`src/rtl/nx_fifo_ctrl_wm.sv`:
```
// FIFO pointer/occupancy controller with programmable almost-full/empty thresholds,
// a resettable high watermark and sticky overflow/underflow flags; storage lives elsewhere.
module nx_fifo_ctrl_wm #(
  parameter int DEPTH = 8
) (
  input  logic                                   clk,
  input  logic                                   rst_n,
  input  logic                                   wen,
  input  logic                                   ren,
  input  logic                                   clear,
  input  logic [$clog2(DEPTH+1)-1:0]             afull_thr,
  input  logic [$clog2(DEPTH+1)-1:0]             aempty_thr,
  input  logic                                   wm_clr,
  input  logic                                   err_clr,
  output logic                                   empty,
  output logic                                   full,
  output logic                                   almost_full,
  output logic                                   almost_empty,
  output logic [$clog2(DEPTH+1)-1:0]             used_slots,
  output logic [$clog2(DEPTH+1)-1:0]             free_slots,
  output logic [((DEPTH > 2) ? $clog2(DEPTH) : 1)-1:0] rptr,
  output logic [((DEPTH > 2) ? $clog2(DEPTH) : 1)-1:0] wptr,
  output logic [$clog2(DEPTH+1)-1:0]             high_wm,
  output logic                                   overflow,
  output logic                                   underflow,
  output logic                                   overflow_sticky,
  output logic                                   underflow_sticky
);

  localparam int AW = (DEPTH > 2) ? $clog2(DEPTH) : 1;
  localparam int CW = $clog2(DEPTH + 1);
  localparam logic [CW-1:0] DEPTH_C  = CW'(DEPTH);
  localparam logic [AW-1:0] PTR_LAST = AW'(DEPTH - 1);

  generate
    if (DEPTH < 2) begin : g_bad_depth
      $error("nx_fifo_ctrl_wm: DEPTH must be at least 2");
    end
  endgenerate

  logic          wr_acc;
  logic          rd_acc;
  logic [CW-1:0] used_next;
  logic [AW-1:0] rptr_next;
  logic [AW-1:0] wptr_next;
  logic [CW-1:0] wm_next;

  assign wr_acc    = wen & ~full & ~clear;
  assign rd_acc    = ren & ~empty & ~clear;
  // Error pulses look only at the registered status, so clear does not mask them.
  assign overflow  = wen & full;
  assign underflow = ren & empty;

  always_comb begin
    used_next = used_slots;
    rptr_next = rptr;
    wptr_next = wptr;
    if (clear) begin
      used_next = '0;
      rptr_next = '0;
      wptr_next = '0;
    end else begin
      if (wr_acc && !rd_acc) used_next = used_slots + CW'(1);
      if (rd_acc && !wr_acc) used_next = used_slots - CW'(1);
      if (rd_acc) rptr_next = (rptr == PTR_LAST) ? '0 : rptr + AW'(1);
      if (wr_acc) wptr_next = (wptr == PTR_LAST) ? '0 : wptr + AW'(1);
    end
    // used_next is 0 under clear, so the max() path leaves the watermark intact.
    if (wm_clr)                    wm_next = used_next;
    else if (used_next > high_wm)  wm_next = used_next;
    else                           wm_next = high_wm;
  end

  always_ff @(posedge clk or negedge rst_n) begin
    if (!rst_n) begin
      empty            <= 1'b1;
      full             <= 1'b0;
      almost_full      <= 1'b0;
      almost_empty     <= 1'b1;
      used_slots       <= '0;
      free_slots       <= DEPTH_C;
      rptr             <= '0;
      wptr             <= '0;
      high_wm          <= '0;
      overflow_sticky  <= 1'b0;
      underflow_sticky <= 1'b0;
    end else begin
      empty            <= (used_next == '0);
      full             <= (used_next == DEPTH_C);
      almost_full      <= (used_next >= afull_thr);
      almost_empty     <= (used_next <= aempty_thr);
      used_slots       <= used_next;
      free_slots       <= DEPTH_C - used_next;
      rptr             <= rptr_next;
      wptr             <= wptr_next;
      high_wm          <= wm_next;
      overflow_sticky  <= overflow | (overflow_sticky & ~err_clr);
      underflow_sticky <= underflow | (underflow_sticky & ~err_clr);
    end
  end

endmodule

```
`config.mk`:
```
export PLATFORM = sky130hd
export DESIGN_NAME = nx_fifo_ctrl_wm
export DESIGN_NICKNAME = d
export VERILOG_FILES = /design/src/rtl/nx_fifo_ctrl_wm.sv
export SDC_FILE = /design/constraint.sdc
export NUM_CORES = 1
export LEC_CHECK = 0
export CORE_MARGIN = 2
export CORE_UTILIZATION = 49
export CTS_BUF_LIST = sky130_fd_sc_hd__clkbuf_2
export DETAILED_ROUTE_END_ITERATION = 7
export PLACE_DENSITY = 0.86
export SYNTH_ARGS = -nofsm -noshare
export SYNTH_HDL_FRONTEND = slang
export SYNTH_SLANG_ARGS = --single-unit
export TNS_END_PERCENT = 10
```
`constraint.sdc`:
```
create_clock -name clk -period 3.5 [get_ports clk]
set_clock_uncertainty 0.1 [all_clocks]
set_input_delay 0.7 -clock clk [delete_from_list [all_inputs] [get_ports clk]]
set_output_delay 0.7 -clock clk [all_outputs]
set_load 0.05 [all_outputs]
```
## Word-level counts from Yosys, hierarchy flattened

Cells that the tools add are included.

| word-level totals | value |
|---|---|
| register bits | 24 |

| operators by class | value |
|---|---|
| add/sub/neg operators | 5 |
| magnitude comparators | 3 |
| eq/ne operators | 3 |
| multiplexer cells | 11 |
| bitwise gates (word level) | 14 |
| reductions and logical operators | 8 |

Operator list:

| operator | number |
|---|---|
| 2-to-1 mux 4 bit | 5 |
| 2-to-1 mux 3 bit | 6 |
| AND 1 bit | 8 |
| adder 3 x 1 -> 3 bit (second input constant) | 2 |
| equality test 3 bit (second input constant) | 2 |
| nonzero test 2 bit | 3 |
| adder 4 x 1 -> 4 bit (second input constant) | 1 |
| equality test 4 bit (second input constant) | 1 |
| >= comparator 4 bit | 1 |
| > comparator 4 bit | 1 |
| less-or-equal comparator 4 bit | 1 |
| zero test 4 bit | 1 |
| inverter 1 bit | 4 |
| subtractor 4 x 1 -> 4 bit (second input constant) | 1 |
| subtractor 4 bit (first input constant) | 1 |
| logical AND 1 bit | 2 |
| zero test 1 bit | 2 |
| bitwise OR 1 bit | 2 |

## Longest topological paths before layout

| logic depth | value |
|---|---|
| word-level depth | 11 |
| depth in mapped cells | 12 |
| depth with buffers taken out | 11 |

## Worst setup path before layout

OpenSTA, ideal clock, no wires.

| timing | value |
|---|---|
| path type | register to register |
| start point | reg, netlist name free_slots[0] |
| end point | reg high_wm[0] |
| data arrival time | 2.872 ns |
| required time | 3.275 ns |
| slack | 0.403 ns |
| cell stages (with the launch flop) | 10 |
| path buffers | 0 |
| period minus slack after synthesis | 3.097 ns |
| path through | dfrtp_1 > inv_1 > ha_1 > a211oi_1 > a211oi_1 > ha_1 > a21oi_1 > o21ai_0 > a21oi_1 > mux2_2 |

RTL lines:

| item | RTL line | source |
|---|---|---|
| end signal: assignment | 96 | `high_wm <= wm_next;` |
| end: declaration | 23 | `output logic [$clog2(DEPTH+1)-1:0] high_wm,` |

## Final worst setup path

| timing | value |
|---|---|
| start point | in ren |
| end point | reg high_wm[0] |

| on the way | value |
|---|---|
| cells in the longest elaborated chain, start to end | 9 |
| elaborated cells on any way between the ends | 12 |
| classes of those cells | 1 x order compare; 5 x mux; 2 x bitwise; 4 x reduce/logical |

Ends and longest elaborated chain:

| item | RTL line | source |
|---|---|---|
| start: declaration | 9 | `input logic ren,` |
| AND 1 bit (*) (2 in a row) | 49 | `assign rd_acc = ren & ~empty & ~clear;` |
| zero test 1 bit | 63 | `if (wr_acc && !rd_acc) used_next = used_slots + CW'(1);` |
| logical AND 1 bit | 63 |  |
| 2-to-1 mux 4 bit | 63 |  |
| 2-to-1 mux 4 bit (*) | 64 | `if (rd_acc && !wr_acc) used_next = used_slots - CW'(1);` |
| 2-to-1 mux 4 bit (*) | 58 | `if (clear) begin` |
| > comparator 4 bit or 2-to-1 mux 4 bit (tied branches) | 70 | `else if (used_next > high_wm) wm_next = used_next;` |
| nonzero test 2 bit (no source line) or 2-to-1 mux 4 bit (tied branches) | -- |  |

Mark *: on every way between the ends. The rest lies on a longest branch, timed or not. The select of a mux whose other input is x is not followed.
A chain may end at the register's enable or synchronous reset.

==> parameters.txt <==
Parameter                              Value

STA
  Final worst path period share    92.4%
  Final slew viol count    0
  Maximum clock rate    between 300 and 400 MHz
  Minimum period implied by the final worst setup slack    roughly 3200 ps
  Final count of negative-setup-slack endpoints    0
  Slew of the pin with the lowest slew margin    approximately 1000 ps
  Final-layout setup total negative slack    0 ps
  Total count of hold-check failures in the final report    0
  Headroom to the max-slew limit    about a third
  Setup repair after global routing missed its margin    false

Worst hold path
  Hold Path Class    reg -> reg
  Min-delay src    overflow_sticky

Worst setup path
  Kind of cell adding the most delay to the critical path    simple AND/OR/NAND/NOR gates
  Cell-by-cell trace of the critical path    clkdlybuf4s50_1, nor2b_1, nand3_1, and4b_1, or2_1, ha_1, nand2_1, o21ai_0, a21oi_1, mux2_2
  Buffers plus inverters on the worst setup path    1
  Delay of the slowest cell on the worst path    between 400 and 500 ps
  Endpoint type of the worst setup path    flip-flop
  Worst r2r src    free_slots[0]
  Max stage delay cell, worst path    clkdlybuf4s50_1
  Type of the setup path with the least slack    in -> reg
  Worst setup path startpoint    ren
  Crit Path Max Fanout    7
  Setup crit start kind    input port
  Required time at the endpoint of the critical path    roughly 3700 ps
  CP Data Arrival Time    about 3400 ps

Synth
  Fraction of the yosys area taken by sequential cells    41.6%
  Share of the synthesized area in the top cell type    a little over a third
  Syn Area/Cell    a little under 10 um2
  Synth Net Count    174
  Area of the mapped netlist    between 1000 and 1500 um2
  Count of different cell masters after synthesis    35
  Number of synthesized register bits    23
  Warning count from the yosys run    0
  Post-synthesis cell type with the largest combined area    dfrtp_1
  Number of standard cells after synthesis    between 100 and 150
  Dominant cells by area after synthesis    dfrtp_1 36%, ha_1 17%, dfstp_2 5.7%, a21oi_1 4.7%, inv_1 4.0%

Clock network
  # Post-CTS Setup Buffers    0
  Number of sinks driven by the clock tree    23
  CTS Buf Count    3
  Worst skew pair latency    330 ps
  TritonCTS clock tree    built
  Clock Path Buffers    2
  Clock transition at the registers of the reported paths    between 200 and 250 ps
  Clock tree root driver cell    clkbuf_2
  CTS-repair resized insts    0
  Number of H-tree levels    1
  Quantity of hold-fixing buffers added after cts    0

Run status
  Run status    finished, final reports clean

GRT
  Met3 capacity usage during global routing    about 2.3%
  Number of global-route vias before repair    around 1200
  Overall Global Routing Usage    approximately a fifth
  Global route total overflow    0
  Antenna violations before repair    0
  Largest net degree at the start of global routing    24
  M2 GR Usage    37.1%
  Top Usage Layer GRT    met2
  First-pass GRT wire length    5230 um
  Met1 Use GR    24.1%

Power and ir drop
  Worst IR Drop VDD    between 0.0005 and 0.0006 V
  Post-layout total power    around 1.3 mW
  Leak    0.906 nW
  PwrDens    about 700 nW/um2

Floorplan
  Row Count    19
  Floorplan die height    roughly 57 um
  Core box area    2730 um2
  Width of the die    approximately 57 um
  Effective utilization at floorplan    ~51%
  IO Count    roughly 40
  Die area    3280 um2

Routing
  Vias    1175
  Detail-routed net length per standard cell    approximately 14 um
  Residual DRC    0
  Violation count after the first detailed-routing iteration    24
  Antenna Nets Post-Route    0
  Via count normalized by instance count    5.39
  First drt pass iteration count    6
  Detailed Route WL    approximately 3000 um

Flow run
  Max-cap violations    0

Final layout
  Share of final-layout standard cells stronger than drive strength 1    12.8%
  Top library cells by usage in the layout, fill and taps aside    40 x clkdlybuf4s50_1, 20 x dfrtp_1, 19 x ha_1
  Post-route design area    ~1900 um2
  Ant diodes    0
  Area added between synthesis and finish    35.5%
  Fraction of the core area covered by cells at the end of the flow    between 60 and 70%
  Final net count    222
  Cell Count, Final, Fillers Out    218
  Fill cell count    218
  Most common cell after layout, fill and taps aside    clkdlybuf4s50_1

Placement
  Placed Cells incl. Taps    214
  Post-DP HPWL    2470 um
  Area post-placement    ~1900 um2
  Number of port buffers    40
  Weighted congestion at the end of routability-driven global placement    0.885
-- synthesized netlist by cell type --
| cell | instances |
|---|---|
| buf_2 | 4 |
| clkbuf_2 | 1 |
| xor2_1 | 1 |
| and3_1 | 1 |
| buf_4 | 1 |
| and2_1 | 2 |
| nand2b_1 | 5 |
| nor3_2 | 1 |
| dfrtp_1 | 20 |
| nor3_4 | 1 |
| a21o_1 | 2 |
| xnor2_1 | 1 |
| inv_1 | 15 |
| or2_1 | 1 |
| dfstp_2 | 3 |
| a21oi_1 | 13 |
| or4_4 | 1 |
| a211oi_1 | 4 |
| and3b_1 | 1 |
| a41o_1 | 1 |
| o21a_2 | 1 |
| mux2_2 | 4 |
| nor2b_1 | 3 |
| and2b_1 | 1 |
| nor3b_1 | 1 |
| nor3_1 | 7 |
| nand4_1 | 1 |
| nand3b_1 | 2 |
| a41oi_1 | 1 |
| and4b_1 | 1 |
| nor2_1 | 4 |
| nand2_1 | 9 |
| nand3_1 | 3 |
| ha_1 | 19 |
| o21ai_0 | 4 |
-- state kept, by name, summed over array words and instances (netlist names), 3 cells and up --
| signal | cells |
|---|---|
| high_wm | 4 |
| free_slots | 4 |
| rptr | 3 |
| wptr | 3 |
| used_slots | 3 |
-- metal layers --
metal | up-vias | part of all wire [%]
met5 | - | 0
met4 | 0 | 0.80
met3 | 4 | 4.3
met2 | 37 | 54
met1 | 558 | 41
li1 | 576 | -
-- report_power, final --
part / switching [mW] / internal, mW
Sequential: 0.0555 / 0.345
Clock: 0.0776 / 0.0302
Combinational: 0.504 / 0.320
Total: 0.638 / 0.695
-- worst paths after layout --
kind                                   end  slack [ps]  cells past startpoint
setup / recovery                high_wm[0]         260                     10
hold / removal             overflow_sticky         410                      1
setup reg to reg                high_wm[0]         520                      9
hold reg to reg            overflow_sticky         410                      1
max in group asynchronous    free_slots[1]        1910                      1
min in group asynchronous          wptr[2]         780                      1
-- cell families (layout without fill, tap and decap cells) --
group           count (synthesis)  after routing  share of synthesized area [%]
compound gates                 26             26                           11.3
simple gates                   45             45                           19.1
buf+inv                        21             68                           6.38
flops                          23             23                           41.6
xor+xnor                        2              2                           1.26
fa+ha+maj                      19             19                           17.1
mux                             4              4                           3.23
-- area by class of cell --
class | count | area [um2] | share of cell area, %
Inverter | 15 | 56.3 | 2.98
Multi-Input combinational cell | 96 | 724 | 38.4
Clock buffer | 4 | 20.0 | 1.06
Timing Repair Buffer | 49 | 468 | 24.8
Sequential cell | 23 | 579 | 30.7
Tap cell | 31 | 38.8 | 2.06
-- through the flow --
step	setup slack (ps)	hold WS, ps
floorplan	403	304
global placement	40.0	361
detailed placement	-79.0	374
CTS	307	416
global route	145	440
finish	264	413
Power figures use the tool's default switching activity.
